**src/rtl/gpio_regfile_bridge.sv**
```systemverilog
// rtl/gpio_regfile_bridge.sv - GPIO command decoder: register file, debounced switches, switch-event counter
module gpio_regfile_bridge #(
  parameter int NB_GPIOS        = 32,
  parameter int NB_DATA         = 16,
  parameter int NB_SW           = 4,
  parameter int DEBOUNCE_CYCLES = 100000
) (
  input  logic                 clock,
  input  logic                 i_reset_n,
  input  logic [NB_GPIOS-1:0]  i_gpo,
  input  logic [NB_SW-1:0]     i_sw,
  output logic [NB_GPIOS-1:0]  o_gpi,
  output logic [8*NB_DATA-1:0] o_regs,
  output logic [NB_SW-1:0]     o_sw_db
);

  localparam logic [7:0] OP_WRITE    = 8'h01;
  localparam logic [7:0] OP_READ     = 8'h02;
  localparam logic [7:0] OP_READ_SW  = 8'h03;
  localparam logic [7:0] OP_READ_CNT = 8'h04;
  localparam logic [7:0] OP_CLR_CNT  = 8'h05;

  localparam int CW = (DEBOUNCE_CYCLES > 1) ? $clog2(DEBOUNCE_CYCLES) : 1;
  localparam logic [CW-1:0] DB_MAX = CW'(DEBOUNCE_CYCLES - 1);

  // Enable resets high so SYNC waits for a genuinely sampled low enable.
  localparam logic [NB_GPIOS-1:0] GPO_RST = {{(NB_GPIOS-24){1'b0}}, 1'b1, 23'b0};

  typedef enum logic [1:0] {S_SYNC, S_IDLE, S_EXEC, S_ACK} state_t;

  state_t              state, state_nxt;
  logic [NB_GPIOS-1:0] gpo_q;
  logic                en;
  logic [7:0]          op_q;
  logic [2:0]          addr_q;
  logic [NB_DATA-1:0]  data_q;
  logic [NB_DATA-1:0]  regs [8];
  logic [NB_DATA-1:0]  rdata;
  logic                err;
  logic                ack;
  logic [NB_DATA-1:0]  evt_cnt;
  logic                clr;
  logic [NB_SW-1:0]    sync1, sync2, db_nxt;
  logic [CW-1:0]       db_cnt [NB_SW];
  logic                sw_change;
  logic                unused_gpo_bits;

  assign en              = gpo_q[23];
  assign unused_gpo_bits = ^gpo_q[22:19];

  always_comb begin
    state_nxt = state;
    case (state)
      S_SYNC:  if (!en) state_nxt = S_IDLE;
      S_IDLE:  if (en) state_nxt = S_EXEC;
      S_EXEC:  state_nxt = S_ACK;
      S_ACK:   if (!en) state_nxt = S_IDLE;
      default: state_nxt = S_SYNC;
    endcase
  end

  always_ff @(posedge clock or negedge i_reset_n) begin
    if (!i_reset_n) begin
      state  <= S_SYNC;
      gpo_q  <= GPO_RST;
      op_q   <= '0;
      addr_q <= '0;
      data_q <= '0;
      rdata  <= '0;
      err    <= 1'b0;
      ack    <= 1'b0;
      for (int i = 0; i < 8; i++) regs[i] <= '0;
    end else begin
      state <= state_nxt;
      gpo_q <= i_gpo;
      if (state == S_IDLE && en) begin
        op_q   <= gpo_q[31:24];
        addr_q <= gpo_q[18:16];
        data_q <= gpo_q[NB_DATA-1:0];
      end
      if (state == S_EXEC) begin
        ack <= 1'b1;
        err <= 1'b0;
        case (op_q)
          OP_WRITE:    regs[addr_q] <= data_q;
          OP_READ:     rdata <= regs[addr_q];
          OP_READ_SW:  rdata <= NB_DATA'(o_sw_db);
          OP_READ_CNT: rdata <= evt_cnt;
          OP_CLR_CNT:  rdata <= '0;
          default:     err <= 1'b1;
        endcase
      end
      if (state == S_ACK && !en) ack <= 1'b0;
    end
  end

  always_comb begin
    db_nxt = o_sw_db;
    for (int i = 0; i < NB_SW; i++) begin
      if (sync2[i] != o_sw_db[i] && db_cnt[i] == DB_MAX) db_nxt[i] = sync2[i];
    end
  end

  assign sw_change = |(db_nxt ^ o_sw_db);
  assign clr       = (state == S_EXEC) && (op_q == OP_CLR_CNT);

  always_ff @(posedge clock or negedge i_reset_n) begin
    if (!i_reset_n) begin
      sync1   <= '0;
      sync2   <= '0;
      o_sw_db <= '0;
      evt_cnt <= '0;
      for (int i = 0; i < NB_SW; i++) db_cnt[i] <= '0;
    end else begin
      sync1   <= i_sw;
      sync2   <= sync1;
      o_sw_db <= db_nxt;
      for (int i = 0; i < NB_SW; i++) begin
        if (sync2[i] != o_sw_db[i] && db_cnt[i] != DB_MAX) db_cnt[i] <= db_cnt[i] + 1'b1;
        else db_cnt[i] <= '0;
      end
      // Clear takes priority over a coincident switch event.
      if (clr) evt_cnt <= '0;
      else if (sw_change) evt_cnt <= evt_cnt + 1'b1;
    end
  end

  always_comb begin
    o_gpi                = '0;
    o_gpi[NB_GPIOS-1]    = ack;
    o_gpi[NB_GPIOS-2]    = err;
    o_gpi[NB_DATA-1:0]   = rdata;
  end

  for (genvar g = 0; g < 8; g++) begin : g_regs
    assign o_regs[g*NB_DATA +: NB_DATA] = regs[g];
  end

endmodule

```
**config.mk**
```make
export PLATFORM = sky130hd
export DESIGN_NAME = gpio_regfile_bridge
export DESIGN_NICKNAME = d
export VERILOG_FILES = /design/src/rtl/gpio_regfile_bridge.sv
export SDC_FILE = /design/constraint.sdc
export NUM_CORES = 1
export LEC_CHECK = 0
export ABC_AREA = 0
export CORE_MARGIN = 2
export CORE_UTILIZATION = 54
export CTS_CLUSTER_DIAMETER = 120
export DETAILED_ROUTE_END_ITERATION = 16
export PLACE_DENSITY = 0.83
export REMOVE_ABC_BUFFERS = 1
export SLEW_MARGIN = 10
export SYNTH_ARGS = -nofsm -noshare
export SYNTH_HDL_FRONTEND = slang
export SYNTH_SLANG_ARGS = --single-unit
```
**constraint.sdc**
```tcl
create_clock -name clock -period 2.9 [get_ports clock]
set_input_delay 0.87 -clock clock [delete_from_list [all_inputs] [get_ports clock]]
set_output_delay 0.87 -clock clock [all_outputs]
set_load 0.1 [all_outputs]
```
==> qor.txt, run 1 <==
=================================================================================================================
Total clock buffers created by CTS                                                                             31
Worst vdd ir                                                                                             0.795 mV
Number of diodes                                                                                                0
Drt initial violations                                                                                        472
Headroom to the max-slew limit                                                                              50.7%
Quantity of gates resized following cts                                                                         0
Register clock-pin slew on the reported worst setup and hold paths                                        0.06 ns
Fraction of layout cells with a size suffix above 1                                                         35.4%
Run status                                                                                           complete, no violations
Final number of max-transition violations                                                                       0
Area of the die                                                                                       25600 sq um
Wire length of the first global-routing pass                                                             49300 um
Largest family of logic cells by synthesized area                                                    multiplexers
Critical path startpoint category                                                                        register
Post-route setup TNS                                                                                         0 ns
Worst slack after detailed placement                                                                     0.518 ns
Horizontal die dimension                                                                                   160 um
Reg-to-reg setup timing slack                                                                             0.50 ns
Max-cap violations                                                                                              0
Clock Root Buffer                                                                                       clkbuf_16
Iteration count of the initial detailed-routing pass                                                            4
Mux share of post-synthesis cell area                                                                       20.7%
Average routed wire per standard cell                                                                     20.2 um
Worst Skew                                                                                              0.0285 ns
Count of clock tree sinks                                                                                     299
Number of instances in the synthesized netlist                                                                993
Crit-path cells                                                                                      nor3_2 -> and2_4 -> and4b_4 -> and2b_1 -> and3b_1 -> buf_12 -> mux2_2
Initial core utilization                                                                                    54.6%
Slowest library cell on the worst path                                                                    and3b_1
Worst hold slack                                                                                         0.232 ns
DRT Wirelength                                                                                           31100 um
Path type of the worst min-delay path                                                                 in -> async
Most common cell after layout, fill and taps aside                                                        dfrtp_1
Maximum count of clock buffers along a single path                                                              3
Biggest cell delay along the critical path                                                                0.40 ns
Setup violation total in the final timing report                                                                0
Maximum number of pins on one net before global-route repair                                                   79
Unique cell type count in the Yosys netlist                                                                    55
CTS H-tree lvls                                                                                                 1
Required arrival time at the worst endpoint                                                               3.34 ns
Global-route usage over all layers                                                                          24.3%
Dominant register cell in the synthesized netlist                                                         dfrtp_1
Category of the worst setup path capture point                                                           register
Cell Pwr Density                                                                                      678 nW/um^2
Via count of the first global-routing pass                                                                   8937
Simple-Gate Fraction of Synth Area                                                                          10.5%
Post-route DRC                                                                                                  0
Top library cells by usage in the layout, fill and taps aside                                        dfrtp_1, buf_4, mux2_2
Remaining global-route overflow                                                                                 0
CTS tree                                                                                                    built
Top-Level Pins                                                                                                202
Total Nets Final                                                                                             1236
Transition time of the tightest slew-check pin                                                           0.740 ns
Arrival time worst endpoint                                                                               2.84 ns
Layout-stage area growth over the synthesis result                                                          21.6%
Via count                                                                                                    8652
Unrepaired setup endpoints after global routing                                                             false
Number of antenna-violating nets in the routed design                                                           0
Arithmetic-cell share of the synthesized area counting full adders, half adders and majority gates         0.760%
Worst-path fanout max                                                                                          12
Site Rows                                                                                                      57
Fmax                                                                                                      417 MHz
Synth Area in Compound Gates                                                                                3.67%
Final critical path time including I/O delays and setup                                                   2.40 ns
Register bit total from synthesis                                                                             299
Post-CTS Repair Setup Buffers                                                                                   0
Core Box Area                                                                                         24100 sq um
Initial antenna violation count                                                                                 0
Synth async-reset ratio                                                                                      100%
Leakage power                                                                                             7.73 nW
Final cycle utilization of the critical path                                                                82.6%
Cts-stage hold buffer count                                                                                     0
Latest clock arrival within the worst-skew pair                                                           0.57 ns
DIE HEIGHT                                                                                                 160 um
IO buf count                                                                                                  183
Area of the mapped netlist                                                                            13200 sq um
Detailed placer's ending HPWL                                                                            20600 um
Routed vias/inst                                                                                             5.64
Min setup slack post-route                                                                               0.504 ns
Sequential share of the synthesized area                                                                    56.9%
Weighted congestion at the end of routability-driven global placement                                       0.805
Synthesized-area fraction occupied by xor and xnor cells                                                    4.52%
Number of failing hold endpoints at the final stage                                                             0
Post-synth EDFFs                                                                                                0
Kind of critical path                                                                                  reg -> reg
Post-synthesis average cell area                                                                       13.3 sq um
Number of warnings printed during yosys synthesis                                                               0
=================================================================================================================
[path summary, 6_finish.rpt]
kind,from,endpoint,cells after the start
setup reg to reg,op_q[3],o_regs[36],7
setup / recovery,op_q[3],o_regs[36],7
hold reg to reg,sync1[3],sync2[3],0
hold / removal,i_reset_n,db_cnt[29],1
min in group clock,sync1[3],sync2[3],0
max in group asynchronous,i_reset_n,gpo_q[23],2
[worst max-delay path: cells and delay by family (launching register included)]
kind	cells	cell delay, ns
buffers and inverters	1	0.21
and+or+nand+nor	5	1.33
DFF	1	0.38
muxes	1	0.34
[sequential cells by signal, indices dropped and copies added (netlist names), 3 cells and up]
name     flops
rdata       16
gpo_q       28
o_sw_db      4
evt_cnt     16
db_cnt      68
op_q         8
sync2        4
o_regs     128
addr_q       3
sync1        4
data_q      16
[through the flow]
stage          util, %  power, W  cells  area [sq um]
2_1_floorplan        -   0.00628    950         12900
3_3_place_gp      62.2   0.00693   1481         15000
3_5_place_dp      62.2   0.00699   1481         15000
4_1_cts           66.4    0.0109   1535         16000
5_1_grt           66.4    0.0113   1535         16000
6_report          66.4    0.0109   1535         16000
[where the power goes]
group / leakage (nW) / internal (W) / switching (W)
registers: 4.01 / 0.00447 / 0.000587
logic: 3.23 / 0.000770 / 0.00110
clock network: 0.492 / 0.00231 / 0.00162
total: 7.73 / 0.00755 / 0.00330
[synthesized netlist by cell type, types with 5 or more instances]
library cell	number	share of area (%)
nor4bb_1	7	0.53
nand3_1	28	1.1
xnor2_1	18	1.2
xor2_1	50	3.3
a21oi_1	29	1.1
buf_4	22	1.3
mux4_2	32	5.5
mux2_2	148	13
ha_1	8	0.76
and4_1	9	0.60
inv_1	12	0.34
or3_1	13	0.62
nand4_1	14	0.67
and3_1	18	0.86
nor2_1	95	2.7
mux2_4	10	1.1
clkbuf_1	16	0.46
buf_2	11	0.42
mux2i_1	17	1.3
dfrtp_1	298	57
o2111ai_1	5	0.33
nand2_1	47	1.3
o21ai_0	31	1.2
[per-layer routing]
layer	wire length [um]	track usage (%)
met1	12600	31.4
met2	15200	40.5
met3	2350	6.60
met4	870	7.33
met5	0	0
[logic make-up (layout without fill, tap and decap cells)]
group / Yosys count / count (layout)
AO/OA/AOI/OAI: 79 / 79
XOR/XNOR: 68 / 68
adder cells (fa/ha/maj): 8 / 8
buffers and inverters: 68 / 273
flip-flops: 299 / 299
multiplexers: 208 / 208
other: 1 / 14
AND/OR/NAND/NOR: 262 / 262
[final cells by class]
class / instances / area, sq um
clock inverter: 5 / 73.8
timing repair buffer: 207 / 1720
sequential: 299 / 7490
fill: 1753 / 8100
clock buffer: 49 / 943
multi-input combinational: 639 / 5340
inverter: 12 / 45.0
tap: 324 / 405
Power figures use the tool's default switching activity.
==> run 2: changes to the inputs <==
--- a/config.mk
+++ b/config.mk
@@ -7,10 +7,10 @@
 export LEC_CHECK = 0
 export ABC_AREA = 0
 export CORE_MARGIN = 2
-export CORE_UTILIZATION = 54
+export CORE_UTILIZATION = 49
 export CTS_CLUSTER_DIAMETER = 120
 export DETAILED_ROUTE_END_ITERATION = 16
-export PLACE_DENSITY = 0.83
+export PLACE_DENSITY = 0.79
 export REMOVE_ABC_BUFFERS = 1
 export SLEW_MARGIN = 10
 export SYNTH_ARGS = -nofsm -noshare
==> constraint.sdc (replaced) <==
create_clock -name clock -period 2.2 [get_ports clock]
set_input_delay 0.66 -clock clock [delete_from_list [all_inputs] [get_ports clock]]
set_output_delay 0.66 -clock clock [all_outputs]
set_load 0.1 [all_outputs]
==> run 2 against run 1 <==
Sequential power increased by 29%; die area up 9.9%; clock power grew 35%; critical path depth did not move; first-iteration DRC count fell by 7.0%; hold slack got worse by 0.16 ns; clock skew shrank 0.010 ns; final cell count rose by 3.6%; non-clock buffer count up 40; fmax grew 10%; setup slack got worse by 0.48 ns; global-route usage is 1.4 points lower; largest cell class unchanged.
==> qor.txt, run 2 (synthesis gave the netlist of run 1 again) <==
====================================================================================
Latest clock arrival within the worst-skew pair                              0.52 ns   -0.05 ns
Portion of total power attributed to the clock network                         36.2%   about the same
Max-cap violations                                                                 0   unchanged
Worst Skew                                                                 0.0184 ns   -0.0101 ns
Detailed placer's ending HPWL                                               21200 um   +2.9%
Launching instance or port of the critical path                              op_q[3]
Post-route setup TNS                                                            0 ns   unchanged
Arrival time worst endpoint                                                  2.58 ns   -0.26 ns
Most common cell after layout, fill and taps aside                           dfrtp_1
Crit-path cells                                                         nor3_4 -> and2_4 -> and4b_4 -> and2b_2 -> nor3b_4 -> buf_6 -> mux2_2
Sequential cell area                                                      7490 sq um   unchanged
Slowest library cell on the worst path                                       dfrtp_1
IO buf count                                                                     183   unchanged
Worst-path fanout max                                                              8   -4
Initial antenna violation count                                                    0   unchanged
Total clock buffers created by CTS                                                34   +9.7%
Fraction of layout cells with a size suffix above 1                            38.1%   +2.7 points
Internal                                                                    0.0102 W   +35%
Core Box Area                                                            26200 sq um   +8.7%
Total Nets Final                                                                1279   +3.5%
Iteration count of the initial detailed-routing pass                               4   unchanged
Post-place instance area                                                 16200 sq um   +7.8%
Headroom to the max-slew limit                                                 61.4%   +11 points
Count of clock tree sinks                                                        299   unchanged
Top library cells by usage in the layout, fill and taps aside           dfrtp_1, mux2_2, buf_4
Relative contribution of combinational cells to total power                    19.5%   +2.3 points
Reg2Reg Launch Point                                                         op_q[3]
Switching power of the nets                                                0.00446 W   +35%
Final number of max-transition violations                                          0   unchanged
Layout-stage area growth over the synthesis result                             31.5%
Category of the worst setup path capture point                              register
Remaining global-route overflow                                                    0   unchanged
Maximum number of pins on one net before global-route repair                      54   -32%
Final Util                                                                     66.0%   -0.35 points
Biggest cell delay along the critical path                                   0.40 ns   about the same
Via count                                                                       8776   +1.4%
Post-route DRC                                                                     0   unchanged
Top-Level Pins                                                                   202   unchanged
FF-to-FF path depth                                                                7   unchanged
Register clock-pin slew on the reported worst setup and hold paths           0.06 ns   about the same
Clock Root Buffer                                                          clkbuf_16
Via count of the first global-routing pass                                      9234   +3.3%
Run status                                                              complete, no violations
Required arrival time at the worst endpoint                                  2.60 ns   -0.74 ns
Final Total Pwr                                                             0.0147 W   +35%
Reg-to-reg setup timing slack                                                0.02 ns   -0.48 ns
DIE HEIGHT                                                                    168 um   +4.9%
Horizontal die dimension                                                      168 um   +4.9%
Cell area after layout                                                   17300 sq um   +8.1%
Global-route usage over all layers                                             22.9%   -1.4 points
Kind of critical path                                                     reg -> reg
Final cycle utilization of the critical path                                   99.0%   +16 points
Leakage power                                                                8.17 nW   +5.6%
Cell Pwr Density                                                         849 nW/um^2   +25%
Critical path startpoint category                                           register
Site Rows                                                                         59   +3.5%
Average routed wire per standard cell                                        19.8 um   -1.9%
Unrepaired setup endpoints after global routing                                 true
Number of failing hold endpoints at the final stage                                0   unchanged
Met1 routing resource usage after global routing                               29.4%   -2.0 points
Sw Share                                                                       30.4%   -0.068 points
Drt initial violations                                                           439   -7.0%
Met3 Usage GRT                                                                 6.58%   -0.015 points
Setup violation total in the final timing report                                   0   unchanged
Maximum count of clock buffers along a single path                                 3   unchanged
Number of antenna-violating nets in the routed design                              0   unchanged
# fillers                                                                       1849   +5.5%
Worst hold slack                                                           0.0717 ns   -0.161 ns
Worst vdd ir                                                                0.703 mV   -12%
DRT Wirelength                                                              31600 um   +1.7%
Final critical path time including I/O delays and setup                      2.18 ns   -0.218 ns
Area of the die                                                          28200 sq um   +9.9%
Met2 track utilization from global routing                                     37.8%   -2.7 points
Multi-input gate area                                                     5400 sq um   +1.2%
CTS tree                                                                       built
CTS H-tree lvls                                                                    2   +1
Wire length of the first global-routing pass                                50800 um   +3.1%
Reg power frac                                                                 44.3%   -2.3 points
Highest-utilization routing layer at the global route stage                     met2
Cts-stage hold buffer count                                                        0   unchanged
Routed vias/inst                                                                5.52   -2.1%
Weighted congestion at the end of routability-driven global placement          0.802   -0.30%
Transition time of the tightest slew-check pin                              0.580 ns   -0.160 ns
Max FFs per register                                                             128   unchanged
Fmax                                                                         459 MHz   +10%
Initial core utilization                                                       50.2%   -4.4 points
Path type of the worst min-delay path                                    in -> async
Number of diodes                                                                   0   unchanged
====================================================================================
[run 2: cell types whose count changed in the layout (fill, tap and decap cells not counted), moves of 3 or more]
cell | previous run | this run
buf_4 | 168 | 135
clkbuf_1 | 8 | 11
buf_12 | 6 | 76
buf_6 | 0 | 3
clkbuf_8 | 10 | 5
mux2_2 | 148 | 140
clkbuf_16 | 31 | 35
clkinv_2 | 0 | 4
mux2_4 | 10 | 18
[run 2: metal layers]
layer / part of all wire, % / up-vias
met5: 0 / -
met4: 3.0 / 0
met3: 7.5 / 65
met2: 48 / 242
met1: 41 / 4491
li1: - / 3978
[run 2: power by group through the flow]
stage          logic, W  registers [W]  clock network, W
2_1_floorplan   0.00113        0.00715                 0
3_3_place_gp    0.00282        0.00656                 0
5_1_grt         0.00305        0.00660           0.00564
3_5_place_dp    0.00287        0.00659                 0
4_1_cts         0.00289        0.00651           0.00540
6_report        0.00286        0.00652           0.00532
[run 2: repair_timing]
item                                    4_1_cts  5_1_grt
pin swaps                                     1        3
setup buffers                                 3        2
resized for setup                             3       18
cloned                                        1        0
endpoints found under the setup margin       48       59
[run 2: area by class of cell]
| cell class | count | share of cell area, % |
|---|---|---|
| flip-flops and latches | 299 | 43.2 |
| multi-input cells | 639 | 31.2 |
| repair buffers | 247 | 16.8 |
| clock buffers | 51 | 5.70 |
| well taps | 335 | 2.42 |
| clock inverters | 8 | 0.390 |
| inverters | 12 | 0.260 |
[run 2: worst paths after layout]
check	endpoint
setup / recovery	o_regs[9]
hold / removal	o_regs[30]
max in group asynchronous	db_cnt[21]
setup reg to reg	o_regs[9]
hold reg to reg	sync2[0]
min in group clock	sync2[0]
[run 2: critical path, delay by kind of cell (launching register included)]
family	cells	cell delay, ns
muxes	1	0.35
and+or+nand+nor	5	1.08
DFF	1	0.40
buffers and inverters	1	0.23
[run 2: metrics by stage]
step | worst slack, ns | instances
after global routing | -0.0821 | 1591
after CTS | -0.00736 | 1591
final | 0.0224 | 1591
after global placement | 0.0422 | 1528
after floorplan | -0.606 | 950
after detailed placement | -0.0379 | 1528
==> run 3: changes to the inputs <==
--- a/config.mk
+++ b/config.mk
@@ -6,6 +6,7 @@
 export NUM_CORES = 1
 export LEC_CHECK = 0
 export ABC_AREA = 0
+export CAP_MARGIN = 20
 export CORE_MARGIN = 2
 export CORE_UTILIZATION = 49
 export CTS_CLUSTER_DIAMETER = 120
==> results of run 3 <==
The final DEF is identical to that of run 2; final timing and power are the same.
